## src/rtl/mips_control_fsm_if.sv

```systemverilog
// Control bundle between the multi-cycle MIPS main control FSM and its datapath.
// The master modport is the FSM: it reads the opcode, jump_reg and mem_ready status and drives every datapath control.
interface mips_control_fsm_if;
  logic [5:0]  opcode;
  logic        jump_reg;
  logic        mem_ready;
  logic        PCWrite;
  logic        PCWriteCond;
  logic        BranchNe;
  logic        IorD;
  logic        MemRead;
  logic        MemWrite;
  logic        IRWrite;
  logic        RegWrite;
  logic        ALUSrcA;
  logic        ZeroExt;
  logic [1:0]  RegDst;
  logic [1:0]  MemtoReg;
  logic [1:0]  ALUSrcB;
  logic [1:0]  PCSource;
  logic [2:0]  ALUOp;
  logic [3:0]  state;
  logic        illegal;
  logic [31:0] retired;

  modport master (
    input  opcode, jump_reg, mem_ready,
    output PCWrite, PCWriteCond, BranchNe, IorD, MemRead, MemWrite, IRWrite,
           RegWrite, ALUSrcA, ZeroExt, RegDst, MemtoReg, ALUSrcB, PCSource,
           ALUOp, state, illegal, retired
  );

  modport slave (
    output opcode, jump_reg, mem_ready,
    input  PCWrite, PCWriteCond, BranchNe, IorD, MemRead, MemWrite, IRWrite,
           RegWrite, ALUSrcA, ZeroExt, RegDst, MemtoReg, ALUSrcB, PCSource,
           ALUOp, state, illegal, retired
  );
endinterface

```

## src/rtl/mips_control_fsm.sv

```systemverilog
// Multi-cycle MIPS main control: a Moore FSM sequencing fetch/decode/execute/memory/write-back.
// It drives every datapath enable and counts retired instructions.
module mips_control_fsm (
  input  logic                      clk,
  input  logic                      rst,
  mips_control_fsm_if.master        bus
);

  typedef enum logic [3:0] {
    S_FETCH  = 4'd0,  S_DECODE = 4'd1,  S_MEMADR = 4'd2,  S_MEMRD  = 4'd3,
    S_MEMWB  = 4'd4,  S_MEMWR  = 4'd5,  S_REX    = 4'd6,  S_RWB    = 4'd7,
    S_BEQ    = 4'd8,  S_BNE    = 4'd9,  S_JUMP   = 4'd10, S_JAL    = 4'd11,
    S_JR     = 4'd12, S_IMMEX  = 4'd13, S_IMMWB  = 4'd14, S_UNUSED = 4'd15
  } state_t;

  localparam logic [5:0] OP_RTYPE = 6'h00, OP_J    = 6'h02, OP_JAL = 6'h03,
                         OP_BEQ   = 6'h04, OP_BNE  = 6'h05, OP_ADDI = 6'h08,
                         OP_ANDI  = 6'h0C, OP_ORI  = 6'h0D, OP_LW  = 6'h23,
                         OP_SW    = 6'h2B;

  state_t      state_q, state_d;
  logic [31:0] retired_q;
  logic        retire;
  logic        pc_write, pc_write_cond, ir_write, mem_write, reg_write;

  // NOTE: state registers use non-blocking assignments so every flop samples pre-edge values.
  always_ff @(posedge clk) begin
    if (rst) begin
      state_q   <= S_FETCH;
      retired_q <= '0;
    end else begin
      state_q   <= state_d;
      retired_q <= retired_q + {31'd0, retire};
    end
  end

  // Only completed instructions count; the illegal-opcode bounce out of DECODE does not.
  assign retire = (state_d == S_FETCH) &&
                  !(state_q inside {S_FETCH, S_DECODE, S_UNUSED});

  // NOTE: every output and next-state is defaulted first so no path can infer a latch.
  always_comb begin
    state_d          = S_FETCH;
    pc_write         = 1'b0;
    pc_write_cond    = 1'b0;
    ir_write         = 1'b0;
    mem_write        = 1'b0;
    reg_write        = 1'b0;
    bus.BranchNe     = 1'b0;
    bus.IorD         = 1'b0;
    bus.MemRead      = 1'b0;
    bus.ALUSrcA      = 1'b0;
    bus.ZeroExt      = 1'b0;
    bus.RegDst       = 2'b00;
    bus.MemtoReg     = 2'b00;
    bus.ALUSrcB      = 2'b00;
    bus.PCSource     = 2'b00;
    bus.ALUOp        = 3'b000;
    bus.illegal      = 1'b0;

    case (state_q)
      S_FETCH: begin
        bus.MemRead = 1'b1;
        bus.ALUSrcB = 2'b01;
        ir_write    = bus.mem_ready;
        pc_write    = bus.mem_ready;
        state_d     = bus.mem_ready ? S_DECODE : S_FETCH;
      end
      S_DECODE: begin
        bus.ALUSrcB = 2'b11;
        case (bus.opcode)
          OP_RTYPE:                 state_d = bus.jump_reg ? S_JR : S_REX;
          OP_LW, OP_SW:             state_d = S_MEMADR;
          OP_BEQ:                   state_d = S_BEQ;
          OP_BNE:                   state_d = S_BNE;
          OP_J:                     state_d = S_JUMP;
          OP_JAL:                   state_d = S_JAL;
          OP_ADDI, OP_ANDI, OP_ORI: state_d = S_IMMEX;
          default: begin
            state_d     = S_FETCH;
            bus.illegal = 1'b1;
          end
        endcase
      end
      S_MEMADR: begin
        bus.ALUSrcA = 1'b1;
        bus.ALUSrcB = 2'b10;
        state_d     = (bus.opcode == OP_LW) ? S_MEMRD : S_MEMWR;
      end
      S_MEMRD: begin
        bus.MemRead = 1'b1;
        bus.IorD    = 1'b1;
        state_d     = bus.mem_ready ? S_MEMWB : S_MEMRD;
      end
      S_MEMWB: begin
        reg_write    = 1'b1;
        bus.MemtoReg = 2'b01;
      end
      S_MEMWR: begin
        mem_write = 1'b1;
        bus.IorD  = 1'b1;
        state_d   = bus.mem_ready ? S_FETCH : S_MEMWR;
      end
      S_REX: begin
        bus.ALUSrcA = 1'b1;
        bus.ALUOp   = 3'b010;
        state_d     = S_RWB;
      end
      S_RWB: begin
        reg_write  = 1'b1;
        bus.RegDst = 2'b01;
      end
      S_BEQ, S_BNE: begin
        bus.ALUSrcA   = 1'b1;
        bus.ALUOp     = 3'b001;
        pc_write_cond = 1'b1;
        bus.PCSource  = 2'b01;
        bus.BranchNe  = (state_q == S_BNE);
      end
      S_JUMP: begin
        pc_write     = 1'b1;
        bus.PCSource = 2'b10;
      end
      S_JAL: begin
        pc_write     = 1'b1;
        bus.PCSource = 2'b10;
        reg_write    = 1'b1;
        bus.RegDst   = 2'b10;
        bus.MemtoReg = 2'b10;
      end
      S_JR: begin
        pc_write     = 1'b1;
        bus.PCSource = 2'b11;
      end
      S_IMMEX: begin
        bus.ALUSrcA = 1'b1;
        bus.ALUSrcB = 2'b10;
        case (bus.opcode)
          OP_ANDI: begin bus.ALUOp = 3'b011; bus.ZeroExt = 1'b1; end
          OP_ORI:  begin bus.ALUOp = 3'b100; bus.ZeroExt = 1'b1; end
          default: bus.ALUOp = 3'b000;
        endcase
        state_d = S_IMMWB;
      end
      S_IMMWB: reg_write = 1'b1;
      default: state_d = S_FETCH;
    endcase
  end

  // Architectural write strobes are suppressed for the whole reset cycle, whatever the state.
  assign bus.PCWrite     = pc_write      & ~rst;
  assign bus.PCWriteCond = pc_write_cond & ~rst;
  assign bus.IRWrite     = ir_write      & ~rst;
  assign bus.MemWrite    = mem_write     & ~rst;
  assign bus.RegWrite    = reg_write     & ~rst;
  assign bus.state       = state_q;
  assign bus.retired     = retired_q;

endmodule

```

## src/flat_wrapper.sv

```systemverilog
// flat-port wrapper written by rule: the top's interface ports become plain ports
module mips_control_fsm_flat 
  (clk, rst, bus_opcode, bus_jump_reg, bus_mem_ready, bus_PCWrite, bus_PCWriteCond, bus_BranchNe, bus_IorD, bus_MemRead, bus_MemWrite, bus_IRWrite, bus_RegWrite, bus_ALUSrcA, bus_ZeroExt, bus_RegDst, bus_MemtoReg, bus_ALUSrcB, bus_PCSource, bus_ALUOp, bus_state, bus_illegal, bus_retired);
  mips_control_fsm_if bus_i ();
  input  logic clk;
  input  logic rst;
  input wire logic [$bits(bus_i.opcode)-1:0] bus_opcode;
  input wire logic [$bits(bus_i.jump_reg)-1:0] bus_jump_reg;
  input wire logic [$bits(bus_i.mem_ready)-1:0] bus_mem_ready;
  output wire logic [$bits(bus_i.PCWrite)-1:0] bus_PCWrite;
  output wire logic [$bits(bus_i.PCWriteCond)-1:0] bus_PCWriteCond;
  output wire logic [$bits(bus_i.BranchNe)-1:0] bus_BranchNe;
  output wire logic [$bits(bus_i.IorD)-1:0] bus_IorD;
  output wire logic [$bits(bus_i.MemRead)-1:0] bus_MemRead;
  output wire logic [$bits(bus_i.MemWrite)-1:0] bus_MemWrite;
  output wire logic [$bits(bus_i.IRWrite)-1:0] bus_IRWrite;
  output wire logic [$bits(bus_i.RegWrite)-1:0] bus_RegWrite;
  output wire logic [$bits(bus_i.ALUSrcA)-1:0] bus_ALUSrcA;
  output wire logic [$bits(bus_i.ZeroExt)-1:0] bus_ZeroExt;
  output wire logic [$bits(bus_i.RegDst)-1:0] bus_RegDst;
  output wire logic [$bits(bus_i.MemtoReg)-1:0] bus_MemtoReg;
  output wire logic [$bits(bus_i.ALUSrcB)-1:0] bus_ALUSrcB;
  output wire logic [$bits(bus_i.PCSource)-1:0] bus_PCSource;
  output wire logic [$bits(bus_i.ALUOp)-1:0] bus_ALUOp;
  output wire logic [$bits(bus_i.state)-1:0] bus_state;
  output wire logic [$bits(bus_i.illegal)-1:0] bus_illegal;
  output wire logic [$bits(bus_i.retired)-1:0] bus_retired;
  assign bus_i.opcode = bus_opcode;
  assign bus_i.jump_reg = bus_jump_reg;
  assign bus_i.mem_ready = bus_mem_ready;
  assign bus_PCWrite = bus_i.PCWrite;
  assign bus_PCWriteCond = bus_i.PCWriteCond;
  assign bus_BranchNe = bus_i.BranchNe;
  assign bus_IorD = bus_i.IorD;
  assign bus_MemRead = bus_i.MemRead;
  assign bus_MemWrite = bus_i.MemWrite;
  assign bus_IRWrite = bus_i.IRWrite;
  assign bus_RegWrite = bus_i.RegWrite;
  assign bus_ALUSrcA = bus_i.ALUSrcA;
  assign bus_ZeroExt = bus_i.ZeroExt;
  assign bus_RegDst = bus_i.RegDst;
  assign bus_MemtoReg = bus_i.MemtoReg;
  assign bus_ALUSrcB = bus_i.ALUSrcB;
  assign bus_PCSource = bus_i.PCSource;
  assign bus_ALUOp = bus_i.ALUOp;
  assign bus_state = bus_i.state;
  assign bus_illegal = bus_i.illegal;
  assign bus_retired = bus_i.retired;
  mips_control_fsm u_core (.clk(clk), .rst(rst), .bus(bus_i));
endmodule
```

## config.mk

```make
export PLATFORM = sky130hd
export DESIGN_NAME = mips_control_fsm_flat
export DESIGN_NICKNAME = d
export VERILOG_FILES = /design/src/rtl/mips_control_fsm_if.sv /design/src/rtl/mips_control_fsm.sv /design/src/flat_wrapper.sv
export SDC_FILE = /design/constraint.sdc
export NUM_CORES = 1
export LEC_CHECK = 0
export BUFFER_PORTS_ARGS = -buffer_cell sky130_fd_sc_hd__clkbuf_2
export CORE_MARGIN = 10
export CORE_UTILIZATION = 46
export DETAILED_ROUTE_END_ITERATION = 10
export GPL_TIMING_DRIVEN = 1
export PLACE_DENSITY_LB_ADDON = 0.3
export SYNTH_ARGS = -nofsm -noshare
export SYNTH_HDL_FRONTEND = slang
export SYNTH_SLANG_ARGS = --single-unit
```

## constraint.sdc

```tcl
create_clock -name clk -period 2.85 [get_ports clk]
set_input_delay 0.1425 -clock clk [delete_from_list [all_inputs] [get_ports clk]]
set_output_delay 0.1425 -clock clk [all_outputs]
set_load 0.05 [all_outputs]
```

# After elaboration in Yosys (flattened, before gate mapping)
# Index checks and enable logic that the tools add are counted.
dict set report totals {
  register_bits 36
  latch_bits 0
  ramBits 0
  rom_bits 0
  in_bits 10
  output_inout_bits 58
  wordCells 77
  n_memories 0
}
dict set report classes {
  add_sub_neg 1
  mul 0
  div_mod_pow 0
  order_cmp 0
  n_eq_ne 24
  shifts 0
  mux 26
  bitwise_logic 6
  reduce_logical 18
}
# op n
set ops {}
lappend ops {{4-bit one-hot mux with 7 select lines} 2}
lappend ops {{32-bit by 1-bit adder with 32-bit output} 1}
lappend ops {{4-bit == test (second input constant)} 8}
lappend ops {{6-bit by 4-bit == test with 1-bit output (second input constant)} 3}
lappend ops {{4-bit by 3-bit == test with 1-bit output (second input constant)} 4}
lappend ops {{2-bit OR reduction} 7}
lappend ops {{1-bit two-way mux} 13}
lappend ops {{6-bit by 2-bit == test with 1-bit output (second input constant)} 2}
lappend ops {{6-bit by 3-bit == test with 1-bit output (second input constant)} 2}
lappend ops {{6-bit == test (second input constant)} 2}
lappend ops {{2-bit one-hot mux with 3 select lines} 2}
lappend ops {{10-bit OR reduction} 1}
lappend ops {{3-bit two-way mux} 3}
lappend ops {{3-bit one-hot mux with 3 select lines} 1}
lappend ops {{4-bit by 2-bit == test with 1-bit output (second input constant)} 2}
lappend ops {{4-bit zero test} 2}
lappend ops {{2-bit one-hot mux with 2 select lines} 2}
lappend ops {{6-bit zero test} 1}
lappend ops {{3-bit one-hot mux with 2 select lines} 1}
lappend ops {{3-bit OR reduction} 2}
lappend ops {{1-bit bitwise AND} 5}
lappend ops {{5-bit OR reduction} 1}
lappend ops {{4-bit by 1-bit == test with 1-bit output (second input constant)} 1}
lappend ops {{4-bit two-way mux} 1}
lappend ops {{other kinds (6)} 6}

# Longest topological paths before layout
# Gate-level depths: netlist (run 1).
dict set report depth {
  depth_word 7
  mapped_depth 12
  mapped_depth_nobuf 9
}

# Least setup slack after synthesis (run 1)
# Ideal clock, no wire load.
dict set report synth_path {
  path_kind {reg-to-reg}
  start {register u_core.state_q[1] (netlist: u_core.bus.state[1])}
  end {register u_core.retired_q[31] (netlist: u_core.bus.retired[31])}
  setup_ps 121
  arrival_ps 3453
  required_time_ps 2729
  slack_ps -723
  stages_incl_launch_ff 13
  n_path_buf 3
  period_less_slack_ps 3573
  cell_sequence {dfxtp_1 -> clkbuf_1 -> nand2b_1 -> clkbuf_1 -> or4_1 -> o32ai_1 -> nor4_1 -> ha_1 -> nand4_1 -> or3_1 -> clkbuf_1 -> nor4_1 -> mux2_2}
}
dict set report synth_between {
  elab_chain_len 5
  word_cells_on_any_way 14
  cone_classes {add/sub: 1; eq/ne: 7; mux: 1; reduce/logical: 5}
}
# item line
set synth_lines {}
lappend synth_lines {{start: declaration} mips_control_fsm.sv:21} ;# state_t state_q, state_d;
lappend synth_lines {{start signal: assignment} mips_control_fsm.sv:32} ;# state_q <= state_d;
lappend synth_lines {{4-bit == test, or another cell as far along} mips_control_fsm.sv:61} ;# case (state_q)
lappend synth_lines {{4-bit one-hot mux with 7 select lines / 3-bit nonzero test (equally long branches)} {mips_control_fsm.sv:61, mips_control_fsm.sv:39}}
lappend synth_lines {{4-bit zero test / 1-bit zero test (equally long branches)} {mips_control_fsm.sv:38, mips_control_fsm.sv:39}}
lappend synth_lines {{1-bit logical AND (*)} mips_control_fsm.sv:38} ;# assign retire = (state_d == S_FETCH) &&
lappend synth_lines {{32-bit by 1-bit adder with 32-bit output (*)} mips_control_fsm.sv:33} ;# retired_q <= retired_q + {31'd0, retire};
lappend synth_lines {{end signal: assignment} mips_control_fsm.sv:33}
lappend synth_lines {{end: declaration} mips_control_fsm.sv:22} ;# logic [31:0] retired_q;
# Mark *: on every way between the ends. The rest lies on a longest branch, timed or not.
# A chain may end at the register's enable or synchronous reset.

# Worst setup path after layout (run 1)
dict set report layout_path {
  start {register u_core.state_q[2] (netlist: u_core.bus.state[2])}
  end {register u_core.retired_q[21] (netlist: u_core.bus.retired[21])}
}
# Same word-level chain as after synthesis.

==> impl_metrics.env, run 1 <==
export IMPL_status="finished, violations left"
export IMPL_failed_checks="setup timing"
export IMPL_synthFlopType="dfxtp_1"
export IMPL_power_total_mw=1.08
export IMPL_cts_sinks=36
export IMPL_crit_family="simple AND/OR/NAND/NOR gates"
export IMPL_initial_utilization_pct=48.4
export IMPL_drt_total_wl_um=6680
export IMPL_critPathMaxFanout=6
export IMPL_r2r_cells=10
export IMPL_p_clk_share_pct=42.2
export IMPL_via_count=2422
export IMPL_ctsLongestPathBuffers=2
export IMPL_place_area_sq_um=2750
export IMPL_power_density_nw_per_um2=358
export IMPL_synth_area_leaders="dfxtp_1 34%, a21oi_1 5.4%, or4_1 4.9%"
export IMPL_drt_iter0_markers=120
export IMPL_syn_area_per_cell_sq_um=7.71
export IMPL_r2r_start="u_core.bus.state[2]"
export IMPL_synth_compound_area_share_pct=18.8
export IMPL_cts_inserted_buffers=5
export IMPL_tightestPinTransition_ns=0.600
export IMPL_endpoint_kind="register"
export IMPL_finalMaxSlewViolations=0
export IMPL_period_minus_slack_ns=2.87
export IMPL_arrival_ns=3.10
export IMPL_clk_pin_slew_ns=0.07
export IMPL_crit_slowest_cell="or4_4"
export IMPL_seqPwrFrac_pct=46.6
export IMPL_hold_violations=0
export IMPL_p_sw_share_pct=24.4
export IMPL_setup_violations=1
export IMPL_postRouteAntennaNets=0
export IMPL_slew_limit_headroom_pct=59.0
export IMPL_cp_depth=10
export IMPL_wl_per_cell_um=15.7
export IMPL_area_growth_synth_to_final_pct=41.3
export IMPL_antenna_found_initial=0
export IMPL_grt_pass1_vias=2271
export IMPL_netlist_instances=277
export IMPL_layout_nets=384
export IMPL_synth_xor_area_share_pct=5.33
export IMPL_pre_cts_ws_ns=-0.147
export IMPL_ys_seq_area_share_pct=33.7
export IMPL_fill_cells=368
export IMPL_synth_top_area_share_pct=33.7
export IMPL_holdCritStartpoint="rst"
export IMPL_max_stage_delay_ns=0.60
export IMPL_fin_ws_ns=-0.0186
export IMPL_fin_crit_sh_pct=101
export IMPL_yosys_area_share_simple_pct=33.8
export IMPL_synth_common_cells="36 x dfxtp_1, 27 x nor2_1, 23 x a21oi_1, 16 x nand2_1"
export IMPL_p_int_uw=818
export IMPL_crit_chain="buf_6, or2_4, nor2_1, a32o_2, nor4_4, ha_2, nand4_1, or4_4, or4_4, a21oi_2"
export IMPL_clkLatencyLatePin_ns=0.29
export IMPL_die_height_um=88.1
export IMPL_coreArea_sq_um=4410
export IMPL_critPathLaunch="u_core.bus.state[2]"
export IMPL_ctsHoldBuffers=0
export IMPL_die_w_um=88.1
export IMPL_stdcell_area_sq_um=3020
export IMPL_portBuffers=67
export IMPL_muxShareOfSynthArea_pct=0.996
export IMPL_placed_cells=410
export IMPL_leakage_nw=1.21
export IMPL_yosys_warnings=0
export IMPL_synth_top_family_by_area="simple AND/OR/NAND/NOR gates"
export IMPL_worstPathRequired_ns=3.08
export IMPL_grt_first_pass_wirelength_um=10400
export IMPL_startpoint_type="register"
export IMPL_ir_drop_mv=0.294
export IMPL_grt_usage_pct=16.2
export IMPL_num_rows=24
export IMPL_place_congestion=0.926
export IMPL_p_sw_uw=263
export IMPL_max_cap_violations=0
export IMPL_io_pins=68
export IMPL_synth_distinct_cells=46
export IMPL_root_buffer="clkbuf_8"
export IMPL_synth_edff_count=0
export IMPL_gr_total_overflow=0
export IMPL_first_pass_iters=4
export IMPL_synth_top_cell_by_area="dfxtp_1"
export IMPL_tritoncts="done"
export IMPL_cts_max_level=2
export IMPL_instances_no_fill=425
export IMPL_synth_most_common_cell="dfxtp_1"
export IMPL_async_reset_ff_share_pct=0
export IMPL_die_area_sq_um=7770
export IMPL_clock_fmax_ghz=0.349
export IMPL_grt_max_degree=39
export IMPL_hold_path_class="input pin to register"
export IMPL_synth_nets=289
export IMPL_hold_path_depth=3
export IMPL_crit_type="register to register"
export IMPL_dp_hpwl_um=4850
export IMPL_drive_gt1_share_pct=39.1
export IMPL_ys_ff_latch=36
export IMPL_cp_common_cell="or4_4"
export IMPL_pwr_share_comb_pct=11.2
export IMPL_routed_via_density=5.70
export IMPL_route_detailed_drc=0
export IMPL_antennaDiodeCount=0
export IMPL_skew_ns=0.00362
export IMPL_cp_buffers_inverters=1
export IMPL_synthAdderAreaFrac_pct=1.17
export IMPL_post_synth_instance_area_sq_um=2140
export IMPL_rsz0062_at_grt="true"
cell type report:
type	instances	area, sq um	share of cell area [%]
clock buffer	8	121	4.02
multi-input combinational	209	1410	46.8
timing repair buffer	105	628	20.8
inverter	15	56.3	1.87
tap	52	65.1	2.16
sequential	36	736	24.4
through the flow:
step | setup TNS [ns] | hold WS [ns] | utilization, %
after floorplan | -1.90 | 0.323 | -
after global placement | -0.251 | 0.482 | 62.2
after detailed placement | -0.867 | 0.490 | 62.2
final | -0.0186 | 0.205 | 68.4
after CTS | 0 | 0.188 | 65.1
after global routing | -0.854 | 0.254 | 68.4
per-layer routing:
layer  wire length [um]  vias up  global-route usage, %
li1                   -     1210                      -
met1               2820     1138                   19.4
met3                524        6                   5.48
met5                  0        -                      0
met2               3280       68                   26.5
met4                 58        0                   5.14
worst reg2reg max path: stages (launching register included):
cell	delay [ns]
dfxtp_4	0.38
buf_6	0.10
or2_4	0.14
nor2_1	0.05
a32o_2	0.28
nor4_4	0.33
ha_2	0.23
nand4_1	0.16
or4_4	0.60
or4_4	0.43
a21oi_2	0.11
power groups by stage:
stage	Combinational, mW	Clock (mW)	Sequential, mW
floorplan	0.0635	0	0.521
global placement	0.110	0	0.515
detailed placement	0.111	0	0.515
CTS	0.112	0.463	0.503
global route	0.131	0.492	0.504
finish	0.121	0.456	0.504
final timing paths:
check                                end  slack, ns
setup / recovery  u_core.bus.retired[21]      -0.02
hold / removal       u_core.bus.state[2]       0.21
setup reg to reg  u_core.bus.retired[21]      -0.02
hold reg to reg   u_core.bus.retired[29]       0.50
cell usage in the layout (no fill, tap or decap), types with 2 or more instances in the layout:
cell type | Yosys | final
a21oi_1 | 23 | 19
a21oi_2 | 0 | 4
a31oi_1 | 3 | 3
and4_1 | 4 | 4
buf_4 | 1 | 36
buf_6 | 1 | 2
clkbuf_2 | 0 | 67
clkbuf_8 | 0 | 7
dfxtp_1 | 36 | 32
dfxtp_4 | 0 | 4
ha_2 | 0 | 2
inv_1 | 15 | 15
nand2_1 | 16 | 16
nand2b_1 | 9 | 7
nand2b_4 | 0 | 2
nand3_1 | 10 | 10
nand4_1 | 6 | 6
nor2_1 | 27 | 27
nor2b_1 | 7 | 6
nor3_1 | 8 | 8
nor4_1 | 10 | 8
nor4_4 | 0 | 2
o21ai_0 | 8 | 7
o22ai_1 | 6 | 6
o31ai_1 | 12 | 11
o32ai_2 | 0 | 2
or3_1 | 7 | 4
or3_4 | 0 | 3
or4_1 | 14 | 12
or4_4 | 1 | 3
xnor2_1 | 9 | 9
xor2_1 | 4 | 4
registers in the layout, indices dropped and copies added (netlist names):
register            count
u_core.bus.state        4
u_core.bus.retired     32
timing repair:
item,4_1_cts,5_1_grt
resized for setup,2,20
pin swaps,1,13
endpoints found under the setup margin,7,16
hold endpoints to repair,0,0
buffers inserted,0,8
cell families (layout without fill, tap and decap cells):
group	Yosys count	count (layout)
compound gates	64	64
flops	36	36
xor+xnor	13	13
simple gates	128	128
fa+ha+maj	2	2
mux	2	2
buf+inv	32	128
(Power assumes the default switching activity.)
==> inputs of run 2 (changes only) <==
--- a/config.mk
+++ b/config.mk
@@ -11,6 +11,7 @@
 export DETAILED_ROUTE_END_ITERATION = 10
 export GPL_TIMING_DRIVEN = 1
 export PLACE_DENSITY_LB_ADDON = 0.3
+export REMOVE_ABC_BUFFERS = 1
 export SYNTH_ARGS = -nofsm -noshare
 export SYNTH_HDL_FRONTEND = slang
 export SYNTH_SLANG_ARGS = --single-unit
==> constraint.sdc (replaced) <==
create_clock -name clk -period 2.4 [get_ports clk]
set_input_delay 0.12 -clock clk [delete_from_list [all_inputs] [get_ports clk]]
set_output_delay 0.12 -clock clk [all_outputs]
set_load 0.05 [all_outputs]
==> run 2 against run 1 <==
The flow still finishes with violations (setup timing). Sequential power is 19% higher. First-iteration DRC count is 57% higher. Total power is 19% higher. Core utilization is 4.3 points higher. Clock skew is 0.0016 ns higher. Register-to-register slack worse by 0.51 ns. Non-clock buffer count is 11 higher. Clock power is 17% higher. Largest power group unchanged. Highest routed layer unchanged.
==> impl_metrics.env, run 2 (synthesized netlist as in run 1, its figures left out) <==
export IMPL_cp_buffers_inverters=1
export IMPL_fin_tns_setup_ns=-10.59
export IMPL_fin_ws_ns=-0.532
export IMPL_hold_end="u_core.bus.state[3]"
export IMPL_clkLatencyLatePin_ns=0.29
export IMPL_antennaDiodeCount=0
export IMPL_power_total_mw=1.29
export IMPL_postRouteAntennaNets=0
export IMPL_worstPathRequired_ns=2.63
export IMPL_max_cap_violations=0
export IMPL_arrival_ns=3.16
export IMPL_finalMaxSlewViolations=0
export IMPL_area_growth_synth_to_final_pct=50.2
export IMPL_stdcell_area_sq_um=3210
export IMPL_ir_drop_mv=0.231
export IMPL_grt_max_degree=24
export IMPL_regArea_sq_um=729
export IMPL_route_detailed_drc=0
export IMPL_wl_per_cell_um=16.3
export IMPL_crit_family="simple AND/OR/NAND/NOR gates"
export IMPL_rsz0062_at_grt="true"
export IMPL_cts_sinks=36
export IMPL_cts_max_level=2
export IMPL_slew_limit_headroom_pct=58.8
export IMPL_die_w_um=88.1
export IMPL_grt_usage_pct=17.5
export IMPL_final_core_util_pct=72.7
export IMPL_tightestPinTransition_ns=0.617
export IMPL_io_pins=68
export IMPL_power_density_nw_per_um2=401
export IMPL_max_stage_delay_ns=0.49
export IMPL_clock_fmax_ghz=0.341
export IMPL_final_common_cell="clkbuf_2"
export IMPL_crit_chain="o21ai_0, a221oi_2, o32ai_4, nor4_4, ha_4, nand4_1, or3_4, buf_6, or4b_4, a21oi_2"
export IMPL_cp_depth=10
export IMPL_antenna_found_initial=0
export IMPL_root_buffer="clkbuf_8"
export IMPL_crit_slowest_cell="or4b_4"
export IMPL_failed_checks="setup timing"
export IMPL_gr_total_overflow=0
export IMPL_portBuffers=67
export IMPL_endpoint_kind="register"
export IMPL_place_congestion=0.916
export IMPL_r2r_start="u_core.bus.state[2]"
export IMPL_fin_crit_sh_pct=122
export IMPL_leakage_nw=1.29
export IMPL_period_minus_slack_ns=2.93
export IMPL_tritoncts="done"
export IMPL_holdCritStartpoint="bus_opcode[1]"
export IMPL_largest_reg_flops=32
export IMPL_cts_inserted_buffers=5
export IMPL_critPathMaxFanout=7
export IMPL_r2r_slack_ns=-0.53
export IMPL_drt_total_wl_um=7100
export IMPL_crit_type="register to register"
export IMPL_die_area_sq_um=7770
export IMPL_layout_nets=395
export IMPL_coreArea_sq_um=4410
export IMPL_fill_cells=328
export IMPL_hold_path_class="input pin to register"
export IMPL_status="finished, violations left"
export IMPL_initial_utilization_pct=48.4
export IMPL_clk_pin_slew_ns=0.07
export IMPL_drt_iter0_markers=189
export IMPL_final_cell_mix="67 x clkbuf_2, 39 x buf_4, 33 x dfxtp_1"
export IMPL_grt_pass1_vias=2428
export IMPL_r2r_cells=10
export IMPL_die_height_um=88.1
export IMPL_ctsLongestPathBuffers=2
export IMPL_hold_violations=0
export IMPL_num_rows=24
export IMPL_dp_hpwl_um=4800
export IMPL_skew_ns=0.00521
export IMPL_startpoint_type="register"
export IMPL_setup_violations=31
export IMPL_multi_input_area_sq_um=1510
export IMPL_grt_first_pass_wirelength_um=11300
export IMPL_via_count=2513
export IMPL_hold_path_depth=4
export IMPL_first_pass_iters=4
export IMPL_reg2reg_to="u_core.bus.retired[24]"
export IMPL_drive_gt1_share_pct=43.5
export IMPL_place_area_sq_um=2770
export IMPL_routed_via_density=5.76
run 2: cell types whose count changed in the layout (fill, tap and decap cells not counted), moves of 3 or more:
cell     delta
o31ai_1     -3
o31ai_2     +3
buf_4       +3
buf_6       +8
run 2: worst max-delay path by stage:
stage,startpoint,to,slack [ns]
5_1_grt,u_core.bus.state[2],u_core.bus.retired[24],-0.69
3_5_place_dp,u_core.bus.state[0],u_core.bus.retired[30],-0.66
3_3_place_gp,u_core.bus.state[0],u_core.bus.retired[22],-0.60
4_1_cts,u_core.bus.state[2],u_core.bus.retired[21],-0.46
2_1_floorplan,u_core.bus.state[2],u_core.bus.retired[30],-1.13
6_report,u_core.bus.state[2],u_core.bus.retired[24],-0.53
run 2: per-stage QoR:
step	cells	setup slack, ns	hold WS (ns)
2_1_floorplan	260	-1.13	0.189
3_3_place_gp	420	-0.604	0.479
3_5_place_dp	420	-0.663	0.489
4_1_cts	433	-0.458	0.218
5_1_grt	436	-0.685	0.255
6_report	436	-0.532	0.241
run 2: cell type report:
class                   count  area share [%]
multi-input cells         209            47.0
repair buffers            116            23.1
flip-flops and latches     36            22.7
clock buffers               6            2.26
well taps                  52            2.03
inverters                  15            1.76
clock inverters             2            1.09
run 2: repair_timing:
item | 4_1_cts | 5_1_grt
gates resized for setup | 36 | 27
hold buffers | 0 | 0
setup endpoints to repair | 32 | 31
buffers inserted | 7 | 5
pin swaps | 26 | 10
run 2: where the power goes:
group | switching, mW | internal [mW] | total [mW]
Sequential | 0.00264 | 0.598 | 0.600
Clock | 0.225 | 0.308 | 0.534
Combinational | 0.0961 | 0.0573 | 0.153
Total | 0.324 | 0.963 | 1.29
run 2: per-layer routing:
layer	vias up	track usage, %	wire, um
met3	14	4.74	487
met4	0	5.99	148
met5	-	0	0
met1	1198	19.5	2860
li1	1229	-	-
met2	72	31.3	3610
run 2: worst reg2reg max path, stage by stage (launching register included):
cell and delay (ns):
dfxtp_4 0.38, o21ai_0 0.12, a221oi_2 0.39, o32ai_4 0.16, nor4_4 0.23, ha_4 0.18, nand4_1 0.20, or3_4 0.45
buf_6 0.14, or4b_4 0.49, a21oi_2 0.12
==> inputs of run 3 (changes only) <==
--- a/config.mk
+++ b/config.mk
@@ -12,6 +12,8 @@
 export GPL_TIMING_DRIVEN = 1
 export PLACE_DENSITY_LB_ADDON = 0.3
 export REMOVE_ABC_BUFFERS = 1
+export SETUP_SLACK_MARGIN = 0.2
+export SKIP_LAST_GASP = 1
 export SYNTH_ARGS = -nofsm -noshare
 export SYNTH_HDL_FRONTEND = slang
 export SYNTH_SLANG_ARGS = --single-unit
==> run 3 against run 2 <==
The run still ends with setup timing left. Sequential cell count unchanged. Global-route usage up 0.33 points. Largest cell class unchanged. Core utilization up 1.3 points. Die area unchanged. Clock power down 0.7%. First-iteration DRC count down 10%. Final cell count up 1.1%. Sequential share of layout area down 0.41 points. Maximum frequency down 0.36%. Sequential power about the same.
==> impl_metrics.env, run 3 (synthesized netlist as in run 1, its figures left out) <==
export IMPL_status="finished, violations left"
export IMPL_failed_checks="setup timing"
export IMPL_route_detailed_drc=0
export IMPL_dp_hpwl_um=4800
export IMPL_grt_pass1_vias=2458
export IMPL_initial_utilization_pct=48.4
export IMPL_setup_violations=31
export IMPL_final_common_cell="clkbuf_2"
export IMPL_instances_no_fill=441
export IMPL_arrival_ns=3.17
export IMPL_num_rows=24
export IMPL_p_sw_share_pct=25.0
export IMPL_clk_pin_slew_ns=0.07
export IMPL_tritoncts="done"
export IMPL_slew_limit_headroom_pct=61.4
export IMPL_worstPathRequired_ns=2.62
export IMPL_endpoint_kind="register"
export IMPL_wl_per_cell_um=16.6
export IMPL_period_minus_slack_ns=2.94
export IMPL_crit_slowest_cell="or4b_4"
export IMPL_seqPwrFrac_pct=46.7
export IMPL_drive_gt1_share_pct=45.2
export IMPL_crit_type="register to register"
export IMPL_skew_ns=0.00444
export IMPL_tightestPinTransition_ns=0.577
export IMPL_fin_tns_setup_ns=-13.68
export IMPL_antenna_found_initial=0
export IMPL_pre_cts_ws_ns=-0.663
export IMPL_die_area_sq_um=7770
export IMPL_final_cell_mix="65 x clkbuf_2, 41 x buf_4, 33 x dfxtp_1"
export IMPL_antennaDiodeCount=0
export IMPL_die_w_um=88.1
export IMPL_ctsLongestPathBuffers=2
export IMPL_clkLatencyLatePin_ns=0.29
export IMPL_p_clk_share_pct=41.3
export IMPL_grt_usage_pct=17.9
export IMPL_hold_path_class="input pin to register"
export IMPL_critPathMaxFanout=7
export IMPL_startpoint_type="register"
export IMPL_gr_total_overflow=0
export IMPL_first_pass_iters=4
export IMPL_grt_first_pass_wirelength_um=11500
export IMPL_drt_iter0_markers=170
export IMPL_ctsHoldBuffers=0
export IMPL_max_cap_violations=0
export IMPL_place_congestion=0.916
export IMPL_reg2reg_to="u_core.bus.retired[24]"
export IMPL_die_height_um=88.1
export IMPL_pwr_share_comb_pct=12.0
export IMPL_root_buffer="clkbuf_8"
export IMPL_layout_nets=400
export IMPL_r2r_cells=11
export IMPL_finalMaxSlewViolations=0
export IMPL_drt_total_wl_um=7310
export IMPL_max_stage_delay_ns=0.48
export IMPL_rsz0062_at_grt="true"
export IMPL_r2r_start="u_core.bus.state[2]"
export IMPL_crit_chain="o21ai_0, a221oi_2, o32ai_4, nor4_2, buf_4, ha_4, nand4_1, or3_4, buf_6, or4b_4, a21oi_2"
export IMPL_r2r_slack_ns=-0.54
export IMPL_area_growth_synth_to_final_pct=53.0
export IMPL_cts_max_level=2
export IMPL_cts_inserted_buffers=5
export IMPL_portBuffers=67
export IMPL_via_count=2572
export IMPL_grt_max_degree=24
export IMPL_critPathLaunch="u_core.bus.state[2]"
export IMPL_postRouteAntennaNets=0
export IMPL_ir_drop_mv=0.231
export IMPL_leakage_nw=1.30
export IMPL_power_total_mw=1.28
export IMPL_power_density_nw_per_um2=393
export IMPL_final_core_util_pct=74.0
export IMPL_placed_cells=420
export IMPL_coreArea_sq_um=4410
export IMPL_io_pins=68
export IMPL_largest_reg_flops=32
export IMPL_routed_via_density=5.83
export IMPL_cts_sinks=36
export IMPL_fin_ws_ns=-0.543
export IMPL_clock_fmax_ghz=0.340
export IMPL_p_int_uw=964
export IMPL_fin_crit_sh_pct=123
export IMPL_hold_violations=0
export IMPL_critPathCapture="u_core.bus.retired[24]"
export IMPL_p_sw_uw=321
## run 3: changes by cell type in the layout (fill, tap and decap cells not counted), moves of 2 or more
cell	before	now
xnor2_1	9	7
buf_4	39	41
nor4_4	3	1
xnor2_2	0	2
buf_6	10	13
clkbuf_2	67	65
clkbuf_4	0	2
## run 3: layout make-up
class	count	area [sq um]
clock inverter	2	35.0
sequential	36	729
tap	52	65.1
multi-input combinational	209	1510
timing repair buffer	121	795
inverter	15	56.3
clock buffer	6	72.6
fill	325	1150
## run 3: worst max-delay path: cells and delay by family, from the launching register on
| family | cells | cell delay, ns |
|---|---|---|
| buffers and inverters | 2 | 0.31 |
| AND/OR/NAND/NOR | 4 | 1.26 |
| AO/OA/AOI/OAI | 4 | 0.77 |
| flip-flops | 1 | 0.39 |
| adder cells (fa/ha/maj) | 1 | 0.12 |
## run 3: power groups by stage
stage	Clock (mW)	Combinational [mW]	Sequential (mW)
detailed placement	0	0.138	0.614
floorplan	0	0.0591	0.624
finish	0.530	0.154	0.600
CTS	0.533	0.147	0.600
global route	0.566	0.166	0.600
global placement	0	0.137	0.614
## run 3: how the worst min path moves through the flow
stage | from | endpoint | slack [ns] | depth (start not counted)
finish | bus_opcode[1] | u_core.bus.state[3] | 0.24 | 4
global route | bus_opcode[1] | u_core.bus.state[3] | 0.26 | 4
CTS | bus_opcode[1] | u_core.bus.state[3] | 0.22 | 4
detailed placement | u_core.bus.retired[29] | u_core.bus.retired[29] | 0.49 | 2
global placement | u_core.bus.retired[26] | u_core.bus.retired[26] | 0.48 | 2
floorplan | rst | u_core.bus.retired[16] | 0.19 | 1
## run 3: stage by stage
stage / cell area, sq um / hold slack [ns]
6_report: 3270 / 0.242
3_3_place_gp: 2770 / 0.479
4_1_cts: 3150 / 0.218
5_1_grt: 3270 / 0.258
2_1_floorplan: 2060 / 0.189
3_5_place_dp: 2770 / 0.489
## run 3: repair_timing
action,CTS,global route
resized for setup,45,25
endpoints found under the setup margin,32,34
setup buffers,11,2
pin swaps,30,18
## run 3: routing by layer
layer  global-route usage (%)  wire length [um]  vias to the layer above
met5                        0                 0                        -
met4                     6.28               121                        0
met3                     4.46               571                       16
met2                     31.6              3820                       97
met1                     20.3              2800                     1214
li1                         -                 -                     1245
